[src/rtl/decode_queue.sv]
// Purpose : decode RV64IM instructions on entry and hold up to DEPTH decoded entries for execute.
// Latency : 1 cycle from accept (in_valid & in_ready) to head visibility on an empty queue; no in->out comb path.
// Backpressure: in_ready = not full and no flush; out_valid = not empty; payload stable while stalled.
//
// Ports:
//   clk, reset          rising-edge clock, asynchronous active-high reset
//   flush               drop every queued entry at the next edge
//   in_valid/in_ready   fetch handshake carrying in_instr and in_pc
//   out_valid/out_ready execute handshake; out_* present the decoded head entry (zero when empty)
//   count               current occupancy

package decode_queue_pkg;

   typedef enum logic [3:0] {
      OP_ALUI, OP_ALU, OP_ALUIW, OP_ALUW, OP_LUI, OP_AUIPC, OP_JAL, OP_JALR,
      OP_BEQ, OP_BNE, OP_BLT, OP_BGE, OP_BLTU, OP_BGEU, OP_LD, OP_SD
   } op_t;

   typedef enum logic [3:0] {
      ALU_ADD, ALU_SUB, ALU_SLL, ALU_SLT, ALU_SLTU, ALU_XOR, ALU_SRL, ALU_SRA,
      ALU_OR, ALU_AND, ALU_MULT, ALU_DIV, ALU_DIVU, ALU_REM, ALU_REMU, ALU_COMPARE
   } alufunc_t;

   typedef struct packed {
      op_t      op;
      alufunc_t alufunc;
      logic     regwrite;
   } contral_t;

   typedef struct packed {
      logic [63:0] pc;
      logic [31:0] instr;
      contral_t    ctl;
      logic        branch;
      logic        ismem;
      logic        illegal;
      logic [1:0]  memsize;
      logic        memunsigned;
   } entry_t;

   localparam logic [6:0] OPC_ALUI   = 7'b0010011;
   localparam logic [6:0] OPC_ALU    = 7'b0110011;
   localparam logic [6:0] OPC_ALUIW  = 7'b0011011;
   localparam logic [6:0] OPC_ALUW   = 7'b0111011;
   localparam logic [6:0] OPC_LUI    = 7'b0110111;
   localparam logic [6:0] OPC_AUIPC  = 7'b0010111;
   localparam logic [6:0] OPC_JAL    = 7'b1101111;
   localparam logic [6:0] OPC_JALR   = 7'b1100111;
   localparam logic [6:0] OPC_BRANCH = 7'b1100011;
   localparam logic [6:0] OPC_LD     = 7'b0000011;
   localparam logic [6:0] OPC_SD     = 7'b0100011;

endpackage

module decode_queue
   import decode_queue_pkg::*;
#(
   parameter int DEPTH = 4,
   parameter int CW    = $clog2(DEPTH + 1)
) (
   input  logic          clk,
   input  logic          reset,
   input  logic          flush,
   input  logic          in_valid,
   output logic          in_ready,
   input  logic [31:0]   in_instr,
   input  logic [63:0]   in_pc,
   output logic          out_valid,
   input  logic          out_ready,
   output logic [63:0]   out_pc,
   output logic [31:0]   out_instr,
   output contral_t      out_ctl,
   output logic          out_branch,
   output logic          out_ismem,
   output logic          out_illegal,
   output logic [4:0]    out_rd,
   output logic [4:0]    out_rs1,
   output logic [4:0]    out_rs2,
   output logic [1:0]    out_memsize,
   output logic          out_memunsigned,
   output logic [CW-1:0] count
);

   localparam int PW = $clog2(DEPTH);

   // funct3 table shared by register and immediate ALU forms; alt picks SUB/SRA.
   function automatic alufunc_t base_alu(input logic [2:0] f3, input logic alt);
      case (f3)
         3'b000:  return alt ? ALU_SUB : ALU_ADD;
         3'b001:  return ALU_SLL;
         3'b010:  return ALU_SLT;
         3'b011:  return ALU_SLTU;
         3'b100:  return ALU_XOR;
         3'b101:  return alt ? ALU_SRA : ALU_SRL;
         3'b110:  return ALU_OR;
         default: return ALU_AND;
      endcase
   endfunction

   // M extension: all multiply variants collapse onto the single multiplier op.
   function automatic alufunc_t m_alu(input logic [2:0] f3);
      case (f3)
         3'b100:  return ALU_DIV;
         3'b101:  return ALU_DIVU;
         3'b110:  return ALU_REM;
         3'b111:  return ALU_REMU;
         default: return ALU_MULT;
      endcase
   endfunction

   function automatic op_t branch_op(input logic [2:0] f3);
      case (f3)
         3'b001:  return OP_BNE;
         3'b100:  return OP_BLT;
         3'b101:  return OP_BGE;
         3'b110:  return OP_BLTU;
         3'b111:  return OP_BGEU;
         default: return OP_BEQ;
      endcase
   endfunction

   logic [PW-1:0] head_q, head_d;
   logic [PW-1:0] tail_q, tail_d;
   logic [CW-1:0] count_q, count_d;
   entry_t        mem_q [DEPTH];
   entry_t        dec;
   entry_t        head_e;
   logic          push, pop;
   logic          ill;
   logic [2:0]    f3;
   logic [6:0]    f7;

   assign f3 = in_instr[14:12];
   assign f7 = in_instr[31:25];

   // ---------------- decode on entry ----------------
   always_comb begin
      dec                  = '0;
      dec.pc               = in_pc;
      dec.instr            = in_instr;
      dec.ctl.op           = OP_ALUI;
      dec.ctl.alufunc      = ALU_ADD;
      dec.ctl.regwrite     = 1'b0;
      ill                  = 1'b0;
      case (in_instr[6:0])
         OPC_ALUI, OPC_ALUIW: begin
            // Immediate forms have no SUB; bit 30 only distinguishes SRAI from SRLI.
            dec.ctl.op       = (in_instr[6:0] == OPC_ALUI) ? OP_ALUI : OP_ALUIW;
            dec.ctl.alufunc  = base_alu(f3, (f3 == 3'b101) && in_instr[30]);
            dec.ctl.regwrite = 1'b1;
         end
         OPC_ALU, OPC_ALUW: begin
            dec.ctl.op       = (in_instr[6:0] == OPC_ALU) ? OP_ALU : OP_ALUW;
            dec.ctl.regwrite = 1'b1;
            case (f7)
               7'b0000000: dec.ctl.alufunc = base_alu(f3, 1'b0);
               7'b0100000: begin
                  if ((f3 == 3'b000) || (f3 == 3'b101)) dec.ctl.alufunc = base_alu(f3, 1'b1);
                  else                                  ill = 1'b1;
               end
               7'b0000001: dec.ctl.alufunc = m_alu(f3);
               default:    ill = 1'b1;
            endcase
         end
         OPC_LUI: begin
            dec.ctl.op       = OP_LUI;
            dec.ctl.regwrite = 1'b1;
         end
         OPC_AUIPC: begin
            dec.ctl.op       = OP_AUIPC;
            dec.ctl.regwrite = 1'b1;
         end
         OPC_JAL: begin
            dec.ctl.op       = OP_JAL;
            dec.ctl.regwrite = 1'b1;
            dec.branch       = 1'b1;
         end
         OPC_JALR: begin
            dec.ctl.op       = OP_JALR;
            dec.ctl.regwrite = 1'b1;
            dec.branch       = 1'b1;
            ill              = (f3 != 3'b000);
         end
         OPC_BRANCH: begin
            dec.ctl.op      = branch_op(f3);
            dec.ctl.alufunc = ALU_COMPARE;
            dec.branch      = 1'b1;
            ill             = (f3 == 3'b010) || (f3 == 3'b011);
         end
         OPC_LD: begin
            dec.ctl.op       = OP_LD;
            dec.ctl.regwrite = 1'b1;
            dec.ismem        = 1'b1;
            dec.memsize      = f3[1:0];
            dec.memunsigned  = f3[2];
            ill              = (f3 == 3'b111);
         end
         OPC_SD: begin
            dec.ctl.op  = OP_SD;
            dec.ismem   = 1'b1;
            dec.memsize = f3[1:0];
            ill         = f3[2];
         end
         default: ill = 1'b1;
      endcase

      // Illegal entries become a harmless non-writing ADDI shell; pc/instr kept for the trap.
      if (ill) begin
         dec.ctl.op       = OP_ALUI;
         dec.ctl.alufunc  = ALU_ADD;
         dec.ctl.regwrite = 1'b0;
         dec.branch       = 1'b0;
         dec.ismem        = 1'b0;
         dec.memsize      = 2'd0;
         dec.memunsigned  = 1'b0;
         dec.illegal      = 1'b1;
      end
   end

   // ---------------- handshake and pointers ----------------
   assign in_ready  = (count_q < CW'(DEPTH)) && !flush;
   assign out_valid = (count_q != '0);
   assign push      = in_valid && in_ready;
   assign pop       = out_valid && out_ready && !flush;

   always_comb begin
      head_d  = head_q;
      tail_d  = tail_q;
      count_d = count_q;
      if (flush) begin
         head_d  = '0;
         tail_d  = '0;
         count_d = '0;
      end else begin
         if (push) tail_d = tail_q + PW'(1);
         if (pop)  head_d = head_q + PW'(1);
         case ({push, pop})
            2'b10:   count_d = count_q + CW'(1);
            2'b01:   count_d = count_q - CW'(1);
            default: count_d = count_q;
         endcase
      end
   end

   always_ff @(posedge clk or posedge reset) begin
      if (reset) begin
         head_q  <= '0;
         tail_q  <= '0;
         count_q <= '0;
      end else begin
         head_q  <= head_d;
         tail_q  <= tail_d;
         count_q <= count_d;
      end
   end

   // Entry storage carries no reset; occupancy alone decides what is visible.
   always_ff @(posedge clk) begin
      if (push) mem_q[tail_q] <= dec;
   end

   // ---------------- head presentation ----------------
   always_comb begin
      head_e = '0;
      if (out_valid) head_e = mem_q[head_q];
   end

   assign out_pc          = head_e.pc;
   assign out_instr       = head_e.instr;
   assign out_ctl         = head_e.ctl;
   assign out_branch      = head_e.branch;
   assign out_ismem       = head_e.ismem;
   assign out_illegal     = head_e.illegal;
   assign out_rd          = head_e.instr[11:7];
   assign out_rs1         = head_e.instr[19:15];
   assign out_rs2         = head_e.instr[24:20];
   assign out_memsize     = head_e.memsize;
   assign out_memunsigned = head_e.memunsigned;
   assign count           = count_q;

endmodule

[config.mk]
export PLATFORM = sky130hd
export DESIGN_NAME = decode_queue
export DESIGN_NICKNAME = d
export VERILOG_FILES = /design/src/rtl/decode_queue.sv
export SDC_FILE = /design/constraint.sdc
export NUM_CORES = 1
export LEC_CHECK = 0
export CAP_MARGIN = 20
export CORE_MARGIN = 2
export CORE_UTILIZATION = 59
export CTS_BUF_LIST = sky130_fd_sc_hd__clkbuf_16
export DETAILED_ROUTE_END_ITERATION = 10
export PLACE_DENSITY = 0.92
export SYNTH_ARGS = -nofsm -noshare
export SYNTH_HDL_FRONTEND = slang
export SYNTH_SLANG_ARGS = --single-unit
[constraint.sdc]
create_clock -name clk -period 8 [get_ports clk]
set_clock_uncertainty 0.2 [all_clocks]
set_input_delay 0.8 -clock clk [delete_from_list [all_inputs] [get_ports clk]]
set_output_delay 0.8 -clock clk [all_outputs]
set_load 0.03 [all_outputs]
Word-level counts from Yosys, hierarchy flattened

Memories as Yosys holds them, arrays and structs flattened.
Index checks and enable logic that the tools add are counted.
W data, S select, Z words.

Output and inout port bits: 131
Memories: 1
Word-level logic and storage cells: 84
Bits in writable memories: 444
Bits in registers: 7
Input port bits: 101

Memory list:

| name  | depth | bits a word | rd ports | clocked after Yosys merged registers in | write ports | RTL line | source |
|---|---|---|---|---|---|---|---|
| mem_q | 4     | 111         | 1        | 0                                       | 1           | 125      | `entry_t mem_q [DEPTH];` |

$lt $le $gt $ge: 1
$add $sub $neg: 4
Reduce and logical (&&, ||, !) cells: 22
Equality and inequality tests: 22
Multiplexer cells: 31

Operator list:

| kind                 | count |
|---|---|
| $mux W111            | 1 |
| $pmux W4 S7          | 3 |
| $pmux W4 S9          | 1 |
| $eq A7 B6 Y1 const B | 5 |
| $pmux W4 S3          | 2 |
| $eq A7 B5 Y1 const B | 3 |
| $eq A7 B7 Y1 const B | 3 |
| $mux W15             | 1 |
| $pmux W3 S5          | 1 |
| $mux W2              | 7 |
| $eq A3 B3 Y1 const B | 4 |
| $pmux W3 S4          | 1 |
| $mux W1              | 9 |
| $reduce_bool A3 Y1   | 3 |
| $reduce_or A9 Y1     | 1 |
| $reduce_or A2 Y1     | 4 |
| $eq A7 B1 Y1 const B | 1 |
| $eq A7 B2 Y1 const B | 1 |
| $logic_not A7 Y1     | 1 |
| $eq A3 B2 Y1 const B | 2 |
| $pmux W1 S6          | 1 |
| $pmux W3 S2          | 1 |
| $logic_and A1 B1 Y1  | 5 |
| $reduce_or A5 Y1     | 1 |
| 15 further kinds     | 18 |

Logic depth before layout (Yosys ltp)

Gate-level depths: netlist of the first run.

Depth after elaboration: 6
Gate-level depth with buffers: 8

Least setup slack after synthesis of the first run

OpenSTA, ideal clock, no wires.

Path kind: input to register
Start: input in_valid
End: memory mem_q[0][0] (netlist bit) (enable)
Library setup time: 0.483 ns
Data required time: 7.317 ns
Cell stages on the path: 4
Slack: 3.384 ns
Arrival: 3.934 ns
Path through: nor2b_1 nor2b_1 clkbuf_1 and2_1

Cells in the longest elaborated chain, start to end: 3

Ends and longest elaborated chain:

| element                       | RTL line | source |
|---|---|---|
| start, declared               | 64       | `input logic in_valid,` |
| $logic_and A1 B1 Y1           | 223      | `assign push = in_valid && in_ready;` |
| $mux W1                       | 259      | `if (push) mem_q[tail_q] <= dec;` |
| $mux W1 (not written as such) | 259      |  |
| end, declared                 | 125      |  |

Every way passes these cells.

Worst setup path after layout of the first run

Start: register head_q[0]
End: output out_rs2[4]

Cells in the longest elaborated chain, start to end: 2

Ends and longest elaborated chain:

| element                | RTL line | source |
|---|---|---|
| start, declared        | 122      | `logic [PW-1:0] head_q, head_d;` |
| start signal, assigned | 247      | `head_q <= '0;` |
| start signal, assigned | 251      | `head_q <= head_d;` |
| $mem_v2 Z4 W111        | n/a      |  |
| $mux W111              | 265      | `if (out_valid) head_e = mem_q[head_q];` |
| end, declared          | 78       | `output logic [4:0] out_rs2,` |

Every way passes these cells.

==> results.md, run 1 <==
- Status: finished clean
- Dpl hpwl: 21400 um
- Crit path kind: register to output pin
- Slew headroom: 0.323
- Final worst setup slack: approximately 3.2 ns
- Post-synth EDFFs: approximately 440
- Setup slack, reg-to-reg: 4.63 ns
- Clock Pin Slew Worst Setup and Hold Paths: 0.06 ns
- Initial Util: 0.602
- Die area: 0.0318 mm2
- Commonest non-fill, non-tap cell in the layout: edfxtp_1
- PortBufs: 231
- Worst Setup Start Kind: register
- Final Cycle Share: 0.603
- Mean Syn Cell Area: 20.5 um2
- Net Sw Frac: 0.318
- Cell-internal power: 0.00493 W
- Highest-count cells in the layout ignoring fill and taps: edfxtp_1, clkdlybuf4s50_1, and2_1
- Layout area overhead: 21.6%
- Vias/cell: 6.05
- Fill cells: 1666
- Final hold vios: 0
- Drt wl/cell: 24.2 um
- GRT Overall Usage: 0.236
- Die span in y: 178 um
- Inserted Clock Buffers: 44
- Ratio of cells with drive above 1 in the final layout: 0.173
- Fmax: 207 MHz
- Max IR drop VDD: 0.318 mV
- Clk sinks: roughly 450
- Async SR Flop Fraction: 0.0155
- Logic pwr share: 0.339
- Ys flop type: edfxtp_1
- Final setup vio count: 0
- DRT iter0 DRCs: 1013
- RSZ-0062 raised after global routing: no
- Hold_buf cts: 0
- Clk root buf: clkbuf_16
- Max-slew violation count: 0
- Setup_tns: 0 ns
- Switch Pwr: 0.00230 W
- First-pass GRT wire length: roughly 56000 um
- Post-synthesis cell count: 877
- Post-Place Setup Slack: 3.67 ns
- Slowest stage cell on the critical path: dfrtp_4
- Data required time of the worst path: 7.00 ns
- Grt ovf: 0
- RePlAce Congestion: between 0.8 and 0.9
- Vias in the first global route: between 9000 and 10000
- Hold/Removal Path Class: primary input to asynchronous set/reset pin
- Worst setup EP type: output pin
- Largest net degree at the start of global routing: 115
- Worst path max stage delay: 1.09 ns
- Worst skew pair latency: about 0.53 ns
- # IOs: 232
- Detailed Route WL: ~37000 um
- Post-cts sizing count: 0
- Yosys reg bits: between 400 and 500
- Total number of vias: 9185
- Synthesized Nets: 983
- Final Util: 0.732
- 1st-pass router iterations: 6
- Post-CTS setup buffer count: 0
- Initial antenna violation count: 0
- Die extent in x: around 180 um
- Critical path arrival: roughly 3.8 ns
- Placement Rows: 63
- Storage element area: 0.0135 mm2
- Sequential cell area fraction in the yosys report: 0.753
- Pwr per Cell Area: approximately 330 mW/mm2
- # DRC: 0
- Detail Route Antenna Nets: 0
- Mapped Area: between 0.015 and 0.02 mm2
- Synth cell types: 53
- Critical path cell sequence: buf_4, mux4_2, and2_1, clkdlybuf4s50_1
- Ys Warns: 0
- Max Cap Violations: 0
- Period minus WS final: 4.82 ns
- Reg2Reg Depth: 4
- Design area: 0.0218 mm2
- RR Endpoint: mem_q[2][82]
- TritonCTS clock tree: done
- Crit Path Max Fanout: 47
- Cell Area, Placed: 0.0204 mm2
- Sequential share of power: 0.395
- Layout net count: 1204
- Area of the multi-input gates: 0.00405 mm2
- Clk pwr share: 0.266
- Clock buffer depth: 3
- Least-Margin Pin Slew: ~1.0 ns
- Leak Pwr: ~7 nW
- H-Tree Depth: 2
- RR Startpoint: count[2]
- Core area: ~0.030 mm2
[critical path: cells and delay by family (launching register included)]
family                 cells  cell delay (ns)
buffers and inverters      2             1.33
DFF                        1             1.09
and+or+nand+nor            1             0.20
muxes                      1             0.60
[final cells by class]
type	instances	area share
Sequential cell	451	0.619
Multi-Input combinational cell	354	0.186
Timing Repair Buffer	239	0.110
Clock buffer	46	0.0528
Tap cell	390	0.0224
Clock inverter	29	0.00872
Inverter	8	0.00138
Antenna cell	1	0.000115
[cells by family after synthesis]
kind of cell,count (synthesis),share of synthesized area
adder cells (fa/ha/maj),5,0.00391
buffers and inverters,72,0.0220
AO/OA/AOI/OAI,41,0.0149
flip-flops,451,0.753
XOR/XNOR,7,0.00342
AND/OR/NAND/NOR,188,0.0622
multiplexers,113,0.140
[how the worst max path moves through the flow]
stage | to | cells past startpoint | slack (ns) | start
floorplan | mem_q[0][0] | 4 | 3.38 | in_valid
global placement | out_ismem | 4 | 3.72 | head_q[0]
detailed placement | out_illegal | 4 | 3.67 | head_q[0]
CTS | out_rs2[4] | 4 | 3.08 | head_q[0]
global route | out_rs2[4] | 4 | 2.88 | head_q[0]
finish | out_rs2[4] | 4 | 3.18 | head_q[0]
[metrics by stage]
| stage | cells | total power (W) | hold WS (ns) |
|---|---|---|---|
| 3_3_place_gp | 1441 | 0.00528 | 0.393 |
| 6_report | 1518 | 0.00722 | 0.301 |
| 2_1_floorplan | 877 | 0.00445 | 0.362 |
| 4_1_cts | 1516 | 0.00727 | 0.288 |
| 3_5_place_dp | 1441 | 0.00534 | 0.404 |
| 5_1_grt | 1517 | 0.00749 | 0.302 |
[power by group through the flow]
stage | registers [W] | clock network, W | logic [W]
final | 0.00285 | 0.00192 | 0.00245
after global routing | 0.00287 | 0.00204 | 0.00258
after CTS | 0.00286 | 0.00195 | 0.00246
after detailed placement | 0.00290 | 0 | 0.00243
after global placement | 0.00289 | 0 | 0.00239
after floorplan | 0.00284 | 0 | 0.00161
[state kept, by name, summed over array words and instances, names as in the netlist]
signal  count
tail_q      2
count       3
mem_q     444
head_q      2
[synth_stat cells (2+ instances only)]
master      n  area, um2
nand2_1    12       45.0
nor4_1      3       18.8
ha_1        4       50.1
buf_2      12       60.1
or2b_1      3       22.5
a21oi_1     9       45.0
o31ai_1     2       15.0
inv_1       8       30.0
buf_4      19        143
mux2i_1     2       20.0
clkbuf_1   20       75.1
mux4_2    111       2500
xor2_1      3       26.3
a21oi_2     4       35.0
a31oi_1     5       31.3
a21o_1      3       22.5
xnor2_1     4       35.0
nor3_1      6       30.0
and2_1    117        732
nand3_1     4       20.0
o21ai_0     8       40.0
nor2_1     21       78.8
buf_6       5       56.3
buf_1       8       30.0
edfxtp_1  444      13300
nor2b_1     2       12.5
dfrtp_1     7        175
or3_1       2       12.5
nand2b_1    5       31.3
[per-layer routing]
layer,vias to the layer above,track usage,part of all wire
met2,417,0.408,0.52
met4,0,0.0681,0.023
met3,70,0.0458,0.076
li1,3936,-,-
met1,4762,0.307,0.38
met5,-,0,0
Note: power is estimated with default switching activity, not from simulation.
==> run 2, diff against run 1 <==
Settings changed: CORE_UTILIZATION 59 to 50, PLACE_DENSITY 0.92 to 0.84.
Clock period 8 ns to 4.15 ns, I/O delays scaled along.
==> run 2 against run 1 <==
Net effect: via count is 2.6% lower; first-iteration DRC count is 50% lower; register-to-register slack worse by 3.2 ns; wire length is 2.8% lower; combinational power is 100% higher; largest cell class unchanged; largest power group unchanged.
==> results.md, run 2 (synthesis results as in run 1) <==
- Detailed Route WL: 35600 um (was 36700 um)
- Detail Route Antenna Nets: 0 (unchanged)
- Die extent in x: 193 um (was 178 um)
- Largest net degree at the start of global routing: 62 (was 115)
- Max IR drop VDD: 0.505 mV (was 0.318 mV)
- 1st-pass router iterations: 5 (was 6)
- Largest reg by FF count: mem_q (unchanged)
- CP bufs+invs: 3 (was 2)
- Grt ovf: 0 (unchanged)
- RePlAce Congestion: 0.784 (was 0.816)
- Layout area overhead: 24.8% (was 21.6%)
- DRT iter0 DRCs: 511 (was 1013)
- Antenna cells: 0 (was 1)
- Fmax: 278 MHz
- PortBufs: 231 (unchanged)
- Pwr per Cell Area: 646 mW/mm2 (was 331 mW/mm2)
- Core area: 0.0355 mm2 (was 0.0298 mm2)
- Final worst setup slack: 0.552 ns (was 3.18 ns)
- Slew headroom: 0.518 (was 0.323)
- Die span in y: 193 um (was 178 um)
- Hold/Removal Path Class: primary input to register (was primary input to asynchronous set/reset pin)
- Post-Place Setup Slack: 0.860 ns (was 3.67 ns)
- Hold Path Origin: in_pc[14]
- Least-Margin Pin Slew: 0.716 ns (was 1.02 ns)
- Highest-count cells in the layout ignoring fill and taps: edfxtp_1, clkdlybuf4s50_1, and2_1 (unchanged)
- Period minus WS final: 3.60 ns
- Max Cap Violations: 0 (unchanged)
- Critical path arrival: 2.98 ns (was 3.82 ns)
- Clk sinks: 451 (unchanged)
- Drt wl/cell: 22.1 um (was 24.2 um)
- Worst path max stage delay: 0.60 ns (was 1.09 ns)
- Critical path cell sequence: buf_12, buf_4, mux4_2, and2_1, clkdlybuf4s50_1 (was buf_4, mux4_2, and2_1, clkdlybuf4s50_1)
- Final hold vios: 0 (unchanged)
- Initial Util: 0.505 (was 0.602)
- Reg2Reg Depth: 8 (was 4)
- Hold_buf cts: 1 (was 0)
- Worst skew pair latency: 0.52 ns (was 0.53 ns)
- Setup slack, reg-to-reg: 1.45 ns (was 4.63 ns)
- Clock Pin Slew Worst Setup and Hold Paths: 0.06 ns (about the same)
- Worst Setup Start Kind: register (unchanged)
- Commonest non-fill, non-tap cell in the layout: edfxtp_1 (unchanged)
- Vias in the first global route: 9708 (was 9797)
- Clock buffer depth: 3 (unchanged)
- Worst setup EP type: output pin (unchanged)
- Slowest stage cell on the critical path: clkdlybuf4s50_1 (was dfrtp_4)
- Fill cells: 2402 (was 1666)
- Status: finished clean (unchanged)
- Worst setup path startpoint: head_q[0] (unchanged)
- H-Tree Depth: 2 (unchanged)
- Leak Pwr: 7.12 nW (was 6.91 nW)
- Crit path kind: register to output pin (unchanged)
- Largest register FFs: 444 (unchanged)
- Clk root buf: clkbuf_16 (unchanged)
- Inserted Clock Buffers: 45 (was 44)
- RR Endpoint: count[2] (was mem_q[2][82])
- Placement Rows: 69 (was 63)
- Final setup vio count: 0 (unchanged)
- First-pass GRT wire length: 55000 um (was 55800 um)
- Total number of vias: 8944 (was 9185)
- Final Cycle Share: 0.867
- Ratio of cells with drive above 1 in the final layout: 0.188 (was 0.173)
- Vias/cell: 5.54 (was 6.05)
- RR Startpoint: count[0] (was count[2])
- # IOs: 232 (unchanged)
- Max-slew violation count: 0 (unchanged)
- Levels on crit path: 5 (was 4)
- Post-cts sizing count: 0 (unchanged)
- Setup_tns: 0 ns (unchanged)
- TritonCTS clock tree: done (unchanged)
- Post-CTS setup buffer count: 0 (unchanged)
- Layout net count: 1221 (was 1204)
- Dpl hpwl: 21700 um (was 21400 um)
- # DRC: 0 (unchanged)
- GRT Overall Usage: 0.189 (was 0.236)
- Top cell family by delay on the critical path: buffers and inverters (unchanged)
- Initial antenna violation count: 0 (unchanged)
- Data required time of the worst path: 3.53 ns (was 7.00 ns)
- Crit Path Max Fanout: 28 (was 47)
- RSZ-0062 raised after global routing: no (unchanged)
- Die area: 0.0374 mm2 (was 0.0318 mm2)
- Setup crit end: out_instr[4] (was out_rs2[4])
-- run 2: per-layer routing --
layer	wire, um	GRT usage
met5	0	0
met4	643	0.0438
met3	2220	0.0389
met2	18600	0.334
met1	14200	0.243
-- run 2: worst min path at each step --
| stage | cells after the start | to |
|---|---|---|
| floorplan | 1 | count[0] |
| CTS | 1 | mem_q[2][61] |
| detailed placement | 2 | tail_q[0] |
| finish | 1 | mem_q[2][61] |
| global placement | 2 | tail_q[0] |
| global route | 1 | mem_q[3][67] |
-- run 2: worst register-to-register path, delay by kind of cell (launching register included) --
family,cells,cell delay [ns]
AOI/OAI and AO/OA,1,0.09
adders and majority gates,1,0.41
buffers and inverters,1,0.28
DFF,1,0.43
and+or+nand+nor,5,1.24
-- run 2: report_power, final --
part           internal (W)  switching (W)
sequential          0.00528      0.0000955
clock               0.00255        0.00163
combinational       0.00217        0.00273
-- run 2: stage by stage --
step	cell area, um2	hold slack, ns	power, W	util	std cells
2_1_floorplan	17900	0.0184	0.00856	-	877
3_3_place_gp	20800	0.394	0.0104	0.587	1528
3_5_place_dp	20800	0.421	0.0104	0.587	1528
4_1_cts	22400	0.283	0.0146	0.631	1613
5_1_grt	22400	0.298	0.0150	0.631	1613
6_report	22400	0.312	0.0144	0.631	1613
-- run 2: layout make-up --
class,instances,area [um2],share of cell area
flip-flops and latches,451,13500,0.604
clock buffers,47,1180,0.0526
clock inverters,37,375,0.0168
multi-input cells,354,4050,0.181
inverters,8,30.0,0.00134
repair buffers,255,2660,0.119
well taps,461,577,0.0258
